`src/rtl/pong_pkg.sv`:
```
// Shared definitions for the Pong game-control block: match states, player and
// serve encodings, default tuning constants.
package pong_pkg;

  typedef logic [2:0] state_t;

  localparam state_t StIdle      = 3'd0;
  localparam state_t StPlay      = 3'd1;
  localparam state_t StPause     = 3'd2;
  localparam state_t StServeWait = 3'd3;
  localparam state_t StGameOver  = 3'd4;

  localparam logic P1        = 1'b0;
  localparam logic P2        = 1'b1;
  localparam logic ServeToP1 = 1'b0;
  localparam logic ServeToP2 = 1'b1;

  localparam int unsigned DefaultWinScore    = 3;
  localparam int unsigned DefaultPauseFrames = 60;
  localparam int unsigned DefaultSpeedupHits = 4;
  localparam int unsigned DefaultMaxSpeed    = 3;

  // Speed level loaded at every serve: hard mode starts one level up.
  function automatic logic [1:0] base_speed(input logic difficulty);
    return {1'b0, difficulty};
  endfunction

endpackage

```
`src/rtl/edge_pulse.sv`:
```
// Rising-edge strobe generator: one-cycle pulse when sig_i goes 0 -> 1.
module edge_pulse (
  input  logic clk,
  input  logic rst,
  input  logic sig_i,
  output logic pulse_o
);

  logic sig_q;

  always_ff @(posedge clk or negedge rst) begin
    if (!rst) sig_q <= 1'b0;
    else      sig_q <= sig_i;
  end

  assign pulse_o = sig_i & ~sig_q;

endmodule

```
`src/rtl/match_sequencer.sv`:
```
// Pong match flow controller: serve, rally, point pause and game over; owns the
// scores, serve direction and ball speed level fed to the ball controller.
module match_sequencer
  import pong_pkg::*;
#(
  parameter int unsigned WIN_SCORE    = DefaultWinScore,
  parameter int unsigned PAUSE_FRAMES = DefaultPauseFrames,
  parameter int unsigned SPEEDUP_HITS = DefaultSpeedupHits,
  parameter int unsigned MAX_SPEED    = DefaultMaxSpeed
) (
  input  logic       clk,
  input  logic       rst,
  input  logic       vsync_in,
  input  logic       mouse_left,
  input  logic       difficulty,
  input  logic       p1_point,
  input  logic       p2_point,
  input  logic       paddle_hit,
  output logic       ball_en,
  output logic       ball_rst,
  output logic       serve_dir,
  output logic [1:0] speed,
  output logic [1:0] score_p1,
  output logic [1:0] score_p2,
  output logic       game_over,
  output logic       winner
);

  localparam int unsigned PauseW = $clog2(PAUSE_FRAMES + 1);
  localparam int unsigned HitW   = $clog2(SPEEDUP_HITS + 1);

  localparam logic [PauseW-1:0] PauseLast = PauseW'(PAUSE_FRAMES);
  localparam logic [HitW-1:0]   HitLast   = HitW'(SPEEDUP_HITS);
  localparam logic [1:0]        WinVal    = 2'(WIN_SCORE);
  localparam logic [1:0]        MaxSpd    = 2'(MAX_SPEED);

  logic frame_tick, click;

  edge_pulse u_vsync_edge (
    .clk     (clk),
    .rst     (rst),
    .sig_i   (vsync_in),
    .pulse_o (frame_tick)
  );

  edge_pulse u_click_edge (
    .clk     (clk),
    .rst     (rst),
    .sig_i   (mouse_left),
    .pulse_o (click)
  );

  state_t            state_q, state_d;
  logic [PauseW-1:0] pause_cnt_q, pause_cnt_d;
  logic [HitW-1:0]   hit_cnt_q, hit_cnt_d;
  logic [1:0]        speed_q, speed_d, score_p1_q, score_p1_d, score_p2_q, score_p2_d;
  logic              ball_en_q, ball_en_d, ball_rst_q, ball_rst_d;
  logic              serve_dir_q, serve_dir_d, game_over_q, game_over_d, winner_q, winner_d;

  always_comb begin
    state_d     = state_q;
    pause_cnt_d = pause_cnt_q;
    hit_cnt_d   = hit_cnt_q;
    speed_d     = speed_q;
    score_p1_d  = score_p1_q;
    score_p2_d  = score_p2_q;
    serve_dir_d = serve_dir_q;
    winner_d    = winner_q;
    ball_rst_d  = 1'b0;

    unique case (state_q)
      StIdle, StServeWait: begin
        if (click) begin
          speed_d    = base_speed(difficulty);
          hit_cnt_d  = '0;
          ball_rst_d = 1'b1;
          state_d    = StPlay;
        end
      end
      StPlay: begin
        // p1_point wins a tie; a paddle_hit alongside any point is dropped.
        if (p1_point || p2_point) begin
          if (p1_point) begin
            if (score_p1_q != WinVal) score_p1_d = score_p1_q + 2'd1;
            serve_dir_d = ServeToP1;
          end else begin
            if (score_p2_q != WinVal) score_p2_d = score_p2_q + 2'd1;
            serve_dir_d = ServeToP2;
          end
          if (p1_point ? (score_p1_d == WinVal) : (score_p2_d == WinVal)) begin
            winner_d = p1_point ? P1 : P2;
            state_d  = StGameOver;
          end else begin
            pause_cnt_d = '0;
            state_d     = StPause;
          end
        end else if (paddle_hit) begin
          hit_cnt_d = hit_cnt_q + 1'b1;
          if (hit_cnt_d == HitLast) begin
            hit_cnt_d = '0;
            if (speed_q != MaxSpd) speed_d = speed_q + 2'd1;
          end
        end
      end
      StPause: begin
        if (frame_tick) begin
          pause_cnt_d = pause_cnt_q + 1'b1;
          if (pause_cnt_d == PauseLast) begin
            if (difficulty) begin
              speed_d    = base_speed(difficulty);
              hit_cnt_d  = '0;
              ball_rst_d = 1'b1;
              state_d    = StPlay;
            end else begin
              state_d = StServeWait;
            end
          end
        end
      end
      StGameOver: begin
        if (click) begin
          score_p1_d = '0;
          score_p2_d = '0;
          winner_d   = 1'b0;
          state_d    = StIdle;
        end
      end
      default: state_d = StIdle;
    endcase

    // Motion only once a full cycle in PLAY has passed, so it trails ball_rst.
    ball_en_d   = (state_q == StPlay) && (state_d == StPlay);
    game_over_d = (state_d == StGameOver);
  end

  always_ff @(posedge clk or negedge rst) begin
    if (!rst) begin
      state_q     <= StIdle;
      pause_cnt_q <= '0;
      hit_cnt_q   <= '0;
      speed_q     <= '0;
      score_p1_q  <= '0;
      score_p2_q  <= '0;
      serve_dir_q <= 1'b0;
      winner_q    <= 1'b0;
      ball_rst_q  <= 1'b0;
      ball_en_q   <= 1'b0;
      game_over_q <= 1'b0;
    end else begin
      state_q     <= state_d;
      pause_cnt_q <= pause_cnt_d;
      hit_cnt_q   <= hit_cnt_d;
      speed_q     <= speed_d;
      score_p1_q  <= score_p1_d;
      score_p2_q  <= score_p2_d;
      serve_dir_q <= serve_dir_d;
      winner_q    <= winner_d;
      ball_rst_q  <= ball_rst_d;
      ball_en_q   <= ball_en_d;
      game_over_q <= game_over_d;
    end
  end

  assign ball_en   = ball_en_q;
  assign ball_rst  = ball_rst_q;
  assign serve_dir = serve_dir_q;
  assign speed     = speed_q;
  assign score_p1  = score_p1_q;
  assign score_p2  = score_p2_q;
  assign game_over = game_over_q;
  assign winner    = winner_q;

endmodule

```
`config.mk`:
```
export PLATFORM = sky130hd
export DESIGN_NAME = match_sequencer
export DESIGN_NICKNAME = d
export VERILOG_FILES = /design/src/rtl/pong_pkg.sv /design/src/rtl/edge_pulse.sv /design/src/rtl/match_sequencer.sv
export SDC_FILE = /design/constraint.sdc
export NUM_CORES = 1
export LEC_CHECK = 0
export ABC_AREA = 1
export CORE_ASPECT_RATIO = 0.5
export CORE_MARGIN = 1
export CORE_UTILIZATION = 50
export DETAILED_ROUTE_END_ITERATION = 10
export HOLD_SLACK_MARGIN = 0.03
export PLACE_DENSITY = 0.78
export SYNTH_ARGS = -nofsm -noshare
export SYNTH_HDL_FRONTEND = slang
export SYNTH_SLANG_ARGS = --single-unit
```
`constraint.sdc`:
```
create_clock -name clk -period 2.61 [get_ports clk]
set_input_delay 0.522 -clock clk [delete_from_list [all_inputs] [get_ports clk]]
set_output_delay 0.522 -clock clk [all_outputs]
set_load 0.03 [all_outputs]
```
==> results.tsv <==
stage	metric	value	unit
clocking	numCtsBuffers	3	
clocking	post_cts_hold_buffer_count	0	
clocking	worst_skew_pair_latency	270	ps
layout	post_layout_nonfiller_instances	216	
worst_setup_path	crit_path_start_kind	flip-flop	
synth	yosys.area_share.adder	3.63	%
synth	synth.top_cells.by_area	dfrtp_1 (45%), nand2_1 (6.8%), nand3_1 (5.1%)	
route	firstDrtPassIters	4	
timing	tightestPinTransition	393	ps
timing	skew	1.48	ps
clocking	cts.repair.resized	0	
grt	largest_net_degree_at_the_start_of_global_routing	26	
clocking	ctsLongestPathBuffers	2	
worst_setup_path	crit_buf_inv	1	
grt	first_global_vias	995	
grt	number_of_antenna_violations_at_the_first_check_in_global_routing	0	
timing	layout_worst_path_cycle_share	72.2	%
grt	grt_overflow	0	
floorplan	die_y	39.1	um
worst_setup_path	worst_ep_arrival_time	1360	ps
layout	num-nets-final	192	
placement	cell_total_after_placement	212	
worst_hold_path	hp-class	flip-flop to flip-flop	
timing	finalWorstPathRequiredPeriod	1890	ps
layout	final_layout_size_suffix_gt1_share	19.6	%
synth	largest_family_of_logic_cells_by_synthesized_area	simple AND/OR/NAND/NOR gates	
power	power_density	1080	nW/um^2
grt	groute.layer.met1.usage	25.9	%
synth	netlist.area_leader.share	45.4	%
synth	synth_area	1380	um^2
timing	final-hold-violation-count	0	
clocking	tritoncts	yes	
synth	post_synth_xor_area_fraction	1.91	%
worst_setup_path	cp_data_required_time	2090	ps
grt	grt_usage	20.1	%
layout	synthToLayoutAreaGrowth	20.3	%
synth	synth_simple_gate_area_share	29.5	%
floorplan	num_rows	13	
route	drtAntennaViolNets	0	
timing	setup_total_negative_slack	0	ps
route	drt_wl_total	2.57	mm
grt	grtUsageMet2	34.5	%
synth	syn_inst	156	
grt	grt_first_pass_wirelength	4.44	mm
worst_setup_path	cp-end-kind	primary output	
route	post-route-drc-count	0	
floorplan	pin_count	19	
power	p_leak	0.788	nW
power	ir_worst_vdd	0.000531	V
synth	mappedNetlistNets	168	
floorplan	die_x	76.3	um
worst_setup_path	critical_path.top_delay_family	buffers and inverters	
status	run_status	complete, no violations	
timing	finalSetupViolCount	0	
worst_setup_path	criticalPathCategory	flip-flop to primary output	
synth	synth.largest_area_cell	dfrtp_1	
route	first_drt_iteration_drcs	92	
synth	synth-seq-cells	25	
synth	synth_area_per_cell	8.84	um^2
placement	dp_hpwl	2.00	mm
timing	slew_headroom	73.5	%
timing	fmax	0.531	GHz
synth	yosys_warns	0	
placement	detailedPlace.worstSlack	555	ps
timing	drv_slew	0	
clocking	clkSlewWorstSetupHoldPaths	80	ps
layout	diodes	0	
run	max_cap_violations	0	
grt	grt_util_met3	5.65	%
placement	port_buffer_cells	18	
grt	grt.busiest_layer	met2	
placement	finalWeightedCongestion	0.835	
floorplan	design.core.area	2600	um^2
synth	post_synthesis_compound_gate_area_fraction	13.2	%
timing	timing.final.ws_setup	725	ps
timing	grt_setup_unrepaired	no	
worst_setup_path	crit_path_max_incr_delay	690	ps
synth	synth_mux_area_share	0	%
clocking	cts_htree_levels	1	
worst_setup_path	critPathMaxFanout	4	
synth	ys_seq_area_share	45.4	%
clocking	clock-sinks	25	
route	routed-via-count	1095	
worst_setup_path	crit_slowest_cell	clkdlybuf4s50_1	
worst_setup_path	cp_cell_sequence	clkdlybuf4s50_1	
layout	nFillCells	221	
route	avgViaCountPerCell	5.07	
route	routedWlPerCell	11.9	um
synth	number_of_distinct_library_cells_after_synthesis	27	
floorplan	die_area	2980	um^2
clocking	cts.root.buffer_cell	clkbuf_8	
clocking	cts.repair_timing.setup_buffer_count	0	
floorplan	initial_standard_cell_utilization_of_the_core	53.0	%
layout	postLayoutCoreUtil	63.7	%
## synth_stat cells
cell / instances
nand3_2: 4
ha_1: 4
a21oi_1: 8
nor2_1: 8
inv_2: 4
o21ai_0: 14
nor2_4: 3
inv_6: 1
o22ai_1: 2
o21bai_1: 1
inv_1: 16
o21ai_2: 4
or2_4: 1
clkinv_2: 1
nor2_2: 4
nand4_1: 4
nor3_2: 1
nand2_1: 25
xor2_1: 3
nand2_4: 3
nand3_4: 1
nand3_1: 14
o211ai_1: 1
nand2_2: 2
o2111ai_1: 1
or2_2: 1
dfrtp_1: 25
## cells in the final DEF (no fill, tap or decap), types with 2 or more instances in the layout
master and instances:
nor2_4 3, inv_1 16, nand2_1 25, o21ai_0 14
inv_2 4, nand4_1 4, nor2_1 8, ha_1 4
nand2_4 3, clkbuf_8 3, clkdlybuf4s50_1 18, o22ai_1 2
nand2_2 2, a21oi_1 8, clkinv_2 2, nand3_2 4
nor2_2 4, nand3_1 14, dfrtp_1 25, o21ai_2 4
xor2_1 3
## sequential cells by signal, indices dropped and copies added (netlist names)
signal and cells:
speed 2, u_click_edge.sig_q 1, winner 1, u_vsync_edge.sig_q 1
pause_cnt_q 6, hit_cnt_q 3, score_p1 2, ball_en 1
serve_dir 1, score_p2 2, game_over 1, ball_rst 1
state_q 3
## routing by layer
metal,share of wire (%),routed length (um),vias to the layer above
li1,-,-,563
met4,0.51,13,0
met1,52,1340,512
met5,0,0,-
met2,44,1130,18
met3,3.4,87,2
## kinds of logic (layout without fill, tap and decap cells)
| logic type | Yosys count | after routing |
|---|---|---|
| simple gates | 71 | 71 |
| fa+ha+maj | 4 | 4 |
| xor+xnor | 3 | 3 |
| compound gates | 31 | 31 |
| buf+inv | 22 | 45 |
| flops | 25 | 25 |
## layout make-up
class	instances	area [um^2]	share of cell area, %
Clock buffer	3	41.3	2.49
Timing Repair Buffer	19	188	11.3
Clock inverter	1	5.00	0.302
Sequential cell	25	626	37.7
Multi-Input combinational cell	109	664	40.0
Inverter	22	88.8	5.35
Tap cell	37	46.3	2.79
## power breakdown
part | total [mW] | internal (mW) | switching (mW)
clock | 0.227 | 0.107 | 0.120
sequential | 0.599 | 0.501 | 0.0980
combinational | 0.974 | 0.347 | 0.626
## through the flow
step	power (mW)	hold slack, ps	cell area, um^2
6_report	1.80	516	1660
5_1_grt	1.95	523	1660
4_1_cts	1.82	513	1660
3_5_place_dp	1.59	494	1610
3_3_place_gp	1.56	492	1610
2_1_floorplan	1.30	226	1380
## worst paths after layout
kind | from | endpoint | slack [ps] | cells after the start
worst max-delay path | score_p2[0]$_DFFE_PN0P_ | score_p2[0] | 720 | 1
worst min-delay path | hit_cnt_q[2]$_DFFE_PN0P_ | hit_cnt_q[2]$_DFFE_PN0P_ | 520 | 2
worst max register to register | hit_cnt_q[0]$_DFFE_PN0P_ | speed[0]$_DFFE_PN0P_ | 1000 | 7
worst min register to register | hit_cnt_q[2]$_DFFE_PN0P_ | hit_cnt_q[2]$_DFFE_PN0P_ | 520 | 2
max in group asynchronous | rst | pause_cnt_q[4]$_DFFE_PN0P_ | 1750 | 2
min in group asynchronous | rst | hit_cnt_q[1]$_DFFE_PN0P_ | 610 | 2
(Power assumes the default switching activity.)
